===== src/rtl/message_scroller.sv =====
// Marquee controller: fills a 6-character shadow window from the message ROM, commits it
// atomically, then waits TICK_DIV run-cycles before advancing the base. Optional macro SCROLL_DIR_EN adds dir.
module message_scroller #(
   parameter int TICK_DIV   = 25000000,
   parameter int NUM_DIGITS = 6
) (
   input  logic                    clk,
   input  logic                    reset,
   input  logic                    run,
`ifdef SCROLL_DIR_EN
   input  logic                    dir,
`endif
   output logic [3:0]              rom_addr,
   input  logic [7:0]              rom_data,
   output logic [8*NUM_DIGITS-1:0] window,
   output logic                    frame_valid,
   output logic [3:0]              base_ptr
);

   localparam int CNT_W = (TICK_DIV > 1) ? $clog2(TICK_DIV) : 1;
   localparam int IDX_W = (NUM_DIGITS > 1) ? $clog2(NUM_DIGITS) : 1;
   localparam logic [CNT_W-1:0] TICK_LAST = CNT_W'(TICK_DIV - 1);
   localparam logic [IDX_W-1:0] IDX_LAST  = IDX_W'(NUM_DIGITS - 1);

   typedef enum logic [1:0] {ST_FILL, ST_COMMIT, ST_WAIT} state_t;

   state_t           state;
   logic [3:0]       base;
   logic [IDX_W-1:0] idx;
   logic [CNT_W-1:0] cnt;
   logic [7:0]       shadow [NUM_DIGITS];

   // The ROM answers combinationally, so the address is decoded from the current state.
   always_comb begin
      rom_addr = base;
      if (state == ST_FILL)
         rom_addr = base + 4'(idx);
   end

   assign base_ptr = base;

   always_ff @(posedge clk or posedge reset) begin
      if (reset) begin
         state       <= ST_FILL;
         base        <= 4'd0;
         idx         <= '0;
         cnt         <= '0;
         window      <= {NUM_DIGITS{8'h20}};
         frame_valid <= 1'b0;
         for (int i = 0; i < NUM_DIGITS; i++)
            shadow[i] <= 8'h20;
      end else begin
         frame_valid <= 1'b0;
         case (state)
            ST_FILL: begin
               shadow[idx] <= rom_data;
               if (idx == IDX_LAST) begin
                  idx   <= '0;
                  state <= ST_COMMIT;
               end else begin
                  idx <= idx + 1'b1;
               end
            end
            ST_COMMIT: begin
               // shadow[0] holds ROM[base] and lands on the leftmost digit.
               for (int i = 0; i < NUM_DIGITS; i++)
                  window[8*(NUM_DIGITS-1-i) +: 8] <= shadow[i];
               frame_valid <= 1'b1;
               cnt         <= '0;
               state       <= ST_WAIT;
            end
            ST_WAIT: begin
               if (run) begin
                  if (cnt == TICK_LAST) begin
                     cnt   <= '0;
                     state <= ST_FILL;
`ifdef SCROLL_DIR_EN
                     base  <= dir ? base - 4'd1 : base + 4'd1;
`else
                     base  <= base + 4'd1;
`endif
                  end else begin
                     cnt <= cnt + 1'b1;
                  end
               end
            end
            default: state <= ST_FILL;
         endcase
      end
   end

endmodule

===== config.mk =====
export PLATFORM = sky130hd
export DESIGN_NAME = message_scroller
export DESIGN_NICKNAME = d
export VERILOG_FILES = /design/src/rtl/message_scroller.sv
export SDC_FILE = /design/constraint.sdc
export NUM_CORES = 1
export LEC_CHECK = 0
export ABC_CLOCK_PERIOD_IN_PS = 12900
export CAP_MARGIN = 10
export CORE_MARGIN = 10
export CORE_UTILIZATION = 60
export CTS_BUF_LIST = sky130_fd_sc_hd__clkbuf_8
export DETAILED_ROUTE_END_ITERATION = 10
export HOLD_SLACK_MARGIN = 0.06
export PLACE_DENSITY = 0.85
export SYNTH_ARGS = -nofsm -noshare
export SYNTH_HDL_FRONTEND = slang
export SYNTH_SLANG_ARGS = --single-unit

===== constraint.sdc =====
create_clock -name clk -period 12.9 [get_ports clk]
set_clock_uncertainty 0.05 [all_clocks]
set_input_delay 2.58 -clock clk [delete_from_list [all_inputs] [get_ports clk]]
set_output_delay 2.58 -clock clk [all_outputs]
set_load 0.005 [all_outputs]

==> results of run 1 <==
-- flip-flops by register name, summed over array words and instances (netlist names) --
register and flops:
cnt 25, base_ptr 4, window 48, frame_valid 1
idx 3, shadow 48, state 2
-- layout make-up --
| cell class | instances | area, sq um | share of cell area (%) |
|---|---|---|---|
| Multi-Input combinational cell | 366 | 2300 | 33.4 |
| Clock inverter | 14 | 154 | 2.24 |
| Inverter | 13 | 51.3 | 0.745 |
| Timing Repair Buffer | 68 | 678 | 9.85 |
| Tap cell | 129 | 161 | 2.34 |
| Clock buffer | 18 | 248 | 3.60 |
| Sequential cell | 131 | 3290 | 47.8 |
-- metal layers --
metal | vias to the layer above | share of wire, % | track usage, %
met1 | 2094 | 42 | 24.4
li1 | 1961 | - | -
met4 | 0 | 2.2 | 7.03
met5 | - | 0 | 0
met2 | 146 | 49 | 30.6
met3 | 26 | 6.2 | 5.90
-- through the flow --
stage                     util (%)  power (mW)  std cells  hold WS [ns]
after floorplan                  -       0.480        529         0.382
after global placement        69.8       0.496        707         0.391
after detailed placement      69.8       0.499        707         0.393
after CTS                     74.2       0.843        739         0.407
after global routing          74.2       0.869        739         0.413
final                         74.2       0.839        739         0.403
-- power by group --
group	internal, mW	switching [mW]
clock network	0.179	0.168
logic	0.0223	0.0283
registers	0.424	0.0167
total	0.626	0.213
-- synthesized netlist by cell type, drive strengths merged, types with 2 or more instances --
master / instances
dfstp: 12
nand4: 4
nor2: 6
nor3b: 4
nand2: 171
xnor2: 3
a32o: 2
ha: 5
dfrtp: 119
and2: 2
nand2b: 2
and4: 4
o31ai: 13
nor2b: 3
o211ai: 2
xor2: 5
o21ai: 14
or3: 7
o41ai: 3
a31oi: 2
or4: 12
buf: 13
mux2: 49
a21oi: 19
and3: 4
inv: 13
nor4: 4
nand3: 15
nor3: 4
clkbuf: 6
-- layout by cell type, fill, tap and decap left out, drive strengths merged, types with 2 or more instances in the layout --
cell type,Yosys,routed
o41ai,3,3
dfrtp,119,119
nor2,6,6
a21oi,19,19
nand2,171,171
and3,4,4
or3,7,7
dfstp,12,12
o31ai,13,13
bufinv,0,2
a32o,2,2
clkinvlp,0,3
and4,4,4
or4,12,12
nand2b,2,2
o21ai,14,14
inv,13,17
xnor2,3,3
nand4,4,4
and2,2,2
o211ai,2,2
clkinv,0,5
mux2,49,49
nor3,4,4
nor2b,3,3
nor4,4,4
nand3,15,15
xor2,5,5
ha,5,5
clkdlybuf4s50,0,67
clkbuf,6,18
a31oi,2,2
nor3b,4,4
-- cell families after synthesis --
family,Yosys count
xor+xnor,8
simple gates,245
compound gates,58
fa+ha+maj,6
mux,49
flops,131
buf+inv,32
-- final timing paths --
check	from	to	slack, ns	cells past startpoint
worst max-delay path	idx[0]	rom_addr[2]	7.93	6
worst min register to register	shadow[29]	window[29]	0.40	2
min in group asynchronous	reset	cnt[18]	2.52	2
max in group asynchronous	reset	window[40]	8.85	3
worst min-delay path	shadow[29]	window[29]	0.40	2
worst max register to register	state[0]	cnt[19]	9.49	5
-- critical path, stage by stage, from the launching register on --
cell             delay, ns
dfrtp_1               0.47
ha_1                  0.21
inv_1                 0.05
fa_1                  0.37
xor2_1                0.15
o21ai_0               0.13
clkdlybuf4s50_1       0.52
==> flow_summary.toml, run 1 <==
[clocking]
cts_buffers = 17
clockBufferDepth = 2
cts_root_buf = "clkbuf_8"
path_clk_slew_ns = 0.08
cts_sinks = 131
cts_tree = "yes"
htreeDepth = 4
postCtsResizedCells = 0
holdBufCountCts = 0
cts_setup_buffers = 0
clk_latency_ns = 0.43

[timing]
relSlewSlack_pct = 31.3
tightest_slew_ns = 1.03
fin_ws_ns = 7.93
fin_tns_setup_ns = 0
setup_viol = 0
min_period_over_period_pct = 38.5
layout_min_cycle_time_ns = 4.97
timing_hold_violations_final = 0
slew_violations = 0
fmax_mhz = 201
rsz0062_at_grt = "false"

[global_route]
grt_pass1_vias = 4325
grt_max_degree = 88
overflow = 0
track_usage_pct = 19.3
antenna_found_initial = 0
grt_pass1_wl_mm = 22.2

[synthesis]
synth_enable_flop_cells = 0
ys.flop_type = "dfrtp_1"
synth_compound_area_share_pct = 7.08
synthSimpleGateAreaFrac_pct = 20.1
synth.cell_area_sq_mm = 0.00575
yosysTopAreaCellShare_pct = 51.8
synth_cells = 529
yosys_warnings = 0
synth_area_leaders = "dfrtp_1 52%, nand2_1 11%, mux2_2 6.3%, dfstp_2 5.5%, mux2_4 2.1%"
async_reset_ff_share_pct = 100
ys_seq_area_share_pct = 57.3
synth-adder-area-share_pct = 1.44
yosysTopAreaCell = "dfrtp_1"
synth_cell_types = 55
synth.avg_cell_area_sq_um = 10.9
synthXorXnorAreaFrac_pct = 1.22
synth_top_family_by_area = "simple AND/OR/NAND/NOR gates"
synth.area.mux_share_pct = 10.1
syn-num-nets = 546
synth-seq-cells = 131

[power]
ir_drop_v = 0.0000914
p_per_area_mw_per_mm2 = 122
p_leak_nw = 3.22

[cells_and_area]
diodes = 0
drive_above_1_share_pct = 16.6
syn_to_final_growth_pct = 19.8
finalInstanceArea_sq_mm = 0.00688
fin_nets = 614
fillers = 625

[routing]
viasPerCell = 5.72
wl_mm = 13.3
drc = 0
wl_per_cell_um = 17.9
drt_iter0_drc = 328
drtPass1Iterations = 5
vias = 4227
ant_nets = 0

[floorplanning]
die_h_um = 118
start_util_pct = 61.9
pin_count = 68
rows = 35
fp.coreArea_sq_mm = 0.00928
dieArea_sq_mm = 0.0139
die_width_um = 118

[run_status]
status = "complete, no violations"

[setup_path]
cp.required_ns = 10.27
crit_path_end_kind = "primary output"
cp.arrival_ns = 2.34
critPathLaunchType = "register"
path_class = "reg2out"
critical_path.max_fanout = 6

[placement]
placed_cell_area_sq_mm = 0.00648
dpl.hpwl_mm = 8.66
io_buffers = 67
pre_cts_slack_ns = 8.29
gp_congestion = 0.877

[flow_run]
cap_violations = 0

[hold_path]
hp-class = "reg2reg"
Power figures use the tool's default switching activity.
==> inputs of run 2 (changes only) <==
- ABC_CLOCK_PERIOD_IN_PS: 12900 -> 4600
- CORE_UTILIZATION: 60 -> 58
- PLACE_DENSITY: 0.85 -> 0.82
- clock period: 12.9 -> 4.6 ns (I/O delays scaled with it)
==> run 2 against run 1 <==
Compared with the run above:
- total power increased to 2.8 times the previous value
- clock power increased to 2.8 times the previous value
- largest cell class unchanged
- critical path depth unchanged
- sequential power increased to 2.8 times the previous value
- sequential cell count unchanged
- utilization decreased by 3.1 points
- die area increased by 2.9%
- combinational power increased to 2.8 times the previous value
- sequential share of layout area decreased by 0.18 points
- setup slack got worse by 6.6 ns
- largest power group unchanged
==> flow_summary.toml, run 2 (synthesized netlist as in run 1, its figures left out) <==
[setup_path]
reg2regPathDepth = 5
critical_path_buf_inv_count = 2
critPathLaunchType = "register"
rr_startpoint = "state[0]"
path_delay_family = "buffers and inverters"
critPathMaxStageDelay_ns = 0.52
crit_start = "base_ptr[0]"
path_cells = "ha_1, inv_1, fa_1, xor2_1, o21ai_0, clkdlybuf4s50_1"
slowest_stage = "clkdlybuf4s50_1"
crit_path_end_kind = "primary output"
cp.arrival_ns = 2.34
critical_path.max_fanout = 6
cp.depth = 6
path_class = "reg2out"
cp.required_ns = 3.63

[floorplanning]
fp.coreArea_sq_mm = 0.00973
rows = 36
pin_count = 68
dieArea_sq_mm = 0.0143
start_util_pct = 59.1
die_width_um = 120
die_h_um = 120

[timing]
fin_tns_setup_ns = 0
rsz0062_at_grt = "false"
fmax_mhz = 302
timing_hold_violations_final = 0
slew_violations = 0
tightest_slew_ns = 0.934
setup_viol = 0
min_period_over_period_pct = 72.0
relSlewSlack_pct = 37.7
layout_min_cycle_time_ns = 3.31

[power]
swShare_pct = 26.0
ir_drop_v = 0.000173
p_switching_mw = 0.615
p_per_area_mw_per_mm2 = 342
pwr-share-comb_pct = 6.0
power.total_mw = 2.37
internal_power_mw = 1.75
seqPwrFrac_pct = 52.2
clkPwrFrac_pct = 41.8
p_leak_nw = 3.24

[global_route]
grt_pass1_vias = 4279
antenna_found_initial = 0
overflow = 0
grt_pass1_wl_mm = 21.5
track_usage_pct = 18.4
grt_max_degree = 77

[clocking]
clk_latency_ns = 0.44
cts_buffers = 17
holdBufCountCts = 0
path_clk_slew_ns = 0.08
cts_root_buf = "clkbuf_8"
cts_sinks = 131
postCtsResizedCells = 0
cts_setup_buffers = 0
htreeDepth = 4
cts_tree = "yes"
clockBufferDepth = 2

[hold_path]
min_from = "shadow[37]"
hp-class = "reg2reg"
hold_depth = 2

[run_status]
status = "complete, no violations"

[cells_and_area]
syn_to_final_growth_pct = 20.3
fillers = 693
layout.cells.most_common = "nand2_1"
fin_util_pct = 71.0
layout_common_cells = "169 x nand2_1, 119 x dfrtp_1, 67 x clkdlybuf4s50_1"
drive_above_1_share_pct = 16.5
top_regs = "shadow x48, window x48, cnt x25"
diodes = 0
fin_nets = 615

[placement]
dpl.hpwl_mm = 8.50
io_buffers = 67
gp_congestion = 0.904

[routing]
drt_iter0_drc = 293
viasPerCell = 5.76
vias = 4288
drc = 0
drtPass1Iterations = 7
ant_nets = 0
wl_per_cell_um = 17.4
wl_mm = 12.9

[flow_run]
cap_violations = 0
run 2: changes by cell type in the layout (fill, tap and decap cells not counted), sizes merged:
cell      delta
clkinv       -3
inv          +5
buf          +1
clkinvlp     -1
clkbuf       -1
run 2: metal layers:
layer  vias to the layer above  track usage (%)  routed length (um)
li1                       1969                -                   -
met1                      2128             23.0                5400
met2                       171             30.1                6540
met3                        20             4.59                 824
met4                         0             7.32                 184
met5                         -                0                   0
run 2: worst paths after layout:
| path | to | slack (ns) |
|---|---|---|
| max | rom_addr[2] | 1.29 |
| max in group asynchronous | shadow[37] | 2.65 |
| min reg2reg | window[37] | 0.40 |
| max reg2reg | cnt[21] | 1.97 |
| min in group asynchronous | window[15] | 0.99 |
| min | window[37] | 0.40 |
run 2: stage by stage:
| stage | std cells | setup slack, ns | instance area [sq um] | hold WS [ns] |
|---|---|---|---|---|
| final | 744 | 1.29 | 6910 | 0.402 |
| after global routing | 744 | 1.18 | 6910 | 0.421 |
| after CTS | 744 | 1.27 | 6910 | 0.403 |
| after detailed placement | 712 | 1.68 | 6510 | 0.396 |
| after global placement | 712 | 1.77 | 6510 | 0.388 |
| after floorplan | 529 | 0.152 | 5750 | 0.382 |
run 2: layout make-up:
class	count	area [sq um]	area share, %
Timing Repair Buffer	69	698	10.1
Inverter	13	51.3	0.742
Clock buffer	17	234	3.39
Clock inverter	15	169	2.44
Sequential cell	131	3290	47.7
Tap cell	133	166	2.41
Multi-Input combinational cell	366	2300	33.3
run 2: power groups by stage:
stage | sequential, mW | combinational, mW | clock (mW)
finish | 1.24 | 0.142 | 0.988
global route | 1.24 | 0.159 | 1.05
CTS | 1.23 | 0.143 | 0.997
detailed placement | 1.26 | 0.142 | 0
global placement | 1.25 | 0.140 | 0
floorplan | 1.24 | 0.103 | 0
run 2: worst reg2reg max path, cell delays in order (launching register included):
cell	delay, ns
dfrtp_1	0.73
nand2_4	0.51
inv_2	0.28
o2111ai_4	0.27
or4_1	0.56
a21oi_1	0.15
==> variant (config.mk and constraints of run 1) <==
Add a define of `SCROLL_DIR_EN`.
--- a/src/rtl/message_scroller.sv
+++ b/src/rtl/message_scroller.sv
@@ -1,5 +1,7 @@
 // Marquee controller: fills a 6-character shadow window from the message ROM, commits it
 // atomically, then waits TICK_DIV run-cycles before advancing the base. Optional macro SCROLL_DIR_EN adds dir.
+`define SCROLL_DIR_EN
+
 module message_scroller #(
    parameter int TICK_DIV   = 25000000,
    parameter int NUM_DIGITS = 6
Interface: changed (added dir); port bits go from 68 to 69. The function was not compared with the original's and may differ.
==> variant against run 1 <==
Wire length decreased by 2.7%. Sequential power decreased by 0.9%. Clock power increased by 3%. First-iteration DRC count decreased by 5.8%. Core utilization decreased by 0.33 points. Count of clock-buffer cells in the layout unchanged. Setup slack got worse by 0.11 ns. Power decreased by 0.84%. Die area decreased by 1.2%. Sequential share of layout area increased by 0.67 points. Synthesized area decreased by 1.5%. Via count decreased by 2.5%. Sequential cell count unchanged. Design area decreased by 1.4%. Largest power group unchanged.
==> variant: results (changes against run 1) <==
worstPathArrival_ns: 2.45  # was 2.34 ns
dr.pass1.iters: 4  # was 5
port_buffers: 68  # was 67
gp_congestion: 0.829  # was 0.877
drtIter0Drc: 309  # was 328
grt_pass1_wl_um: 21900  # was 22200 um
bufAreaShareNonClock: 0.102  # was 0.0985
comb_power_mw: 0.0372  # was 0.0506 mW
peakVddDrop_mv: 0.0988  # was 0.0914 mV
crit_fanout: 7  # was 6
seqPwrFrac: 0.525  # was 0.526
grt_usage: 0.207  # was 0.193
grt_use_met2: 0.337  # was 0.306
status: "finished clean"  # unchanged
sh_seq_area: 0.485  # was 0.478
synth_area_leaders: "dfrtp_1, nand2_1, mux2_2, dfstp_2, a21oi_1"  # was dfrtp_1, nand2_1, mux2_2, dfstp_2, mux2_4
muxShareOfSynthArea: 0.101  # about the same
p_int_mw: 0.634  # was 0.626 mW
nFillCells: 633  # was 625
synth_fa_ha_area_frac: 0.0203  # was 0.0144
syn_nets: 548  # was 546
multiInputCombCellCount: 360  # was 366
r2r-end: "cnt[18]$_DFFE_PP0P_"  # was cnt[19]$_DFFE_PP0P_
hpwl_um: 8810  # was 8660 um
ys_seq_area_frac: 0.582  # was 0.573
nNonClkInverters: 12  # was 13
gr-usage-met3: 0.0729  # was 0.0590
first_global_vias: 4455  # was 4325
gr-usage-met1: 0.244  # about the same
wl_per_cell_um: 18.0  # was 17.9 um
whs_endpoint: "window[21]$_DFFE_PP1P_"  # was window[29]$_DFFE_PP1P_
synth_common_cells: "nand2_1, dfrtp_1, mux2_2, a21oi_1, clkbuf_1"  # was nand2_1, dfrtp_1, mux2_2, a21oi_1, nand3_1
cp_slowest_stage_delay_ns: 0.54  # was 0.52 ns
leakage_nw: 3.17  # was 3.22 nW
drive_above_1_share: 0.162  # was 0.166
-- variant: cell types whose count changed after synthesis, moves of 5 or more --
cell,run 1,this run
xnor2_1,3,8
mux2_1,9,0
mux2_4,8,0
clkbuf_1,6,16
nor2_1,5,10
nand2_1,169,164
mux2_2,32,49
-- variant: per-stage QoR --
step,power (mW),setup slack (ns),util,std cells,hold slack (ns)
finish,0.832,7.82,0.738,716,0.409
global route,0.865,7.63,0.738,716,0.422
CTS,0.838,7.78,0.738,716,0.412
detailed placement,0.480,7.93,0.694,684,0.394
global placement,0.478,8.06,0.694,684,0.390
floorplan,0.464,6.79,-,528,0.382
-- variant: routing by layer --
layer,vias to the layer above,share of wire
met5,-,0
met4,0,0.018
met3,21,0.063
met2,115,0.50
met1,2066,0.42
li1,1918,-
-- variant: cell families after synthesis --
group	count (synthesis)
AO/OA/AOI/OAI	53
buffers and inverters	37
XOR/XNOR	12
adder cells (fa/ha/maj)	8
flip-flops	131
AND/OR/NAND/NOR	236
multiplexers	51
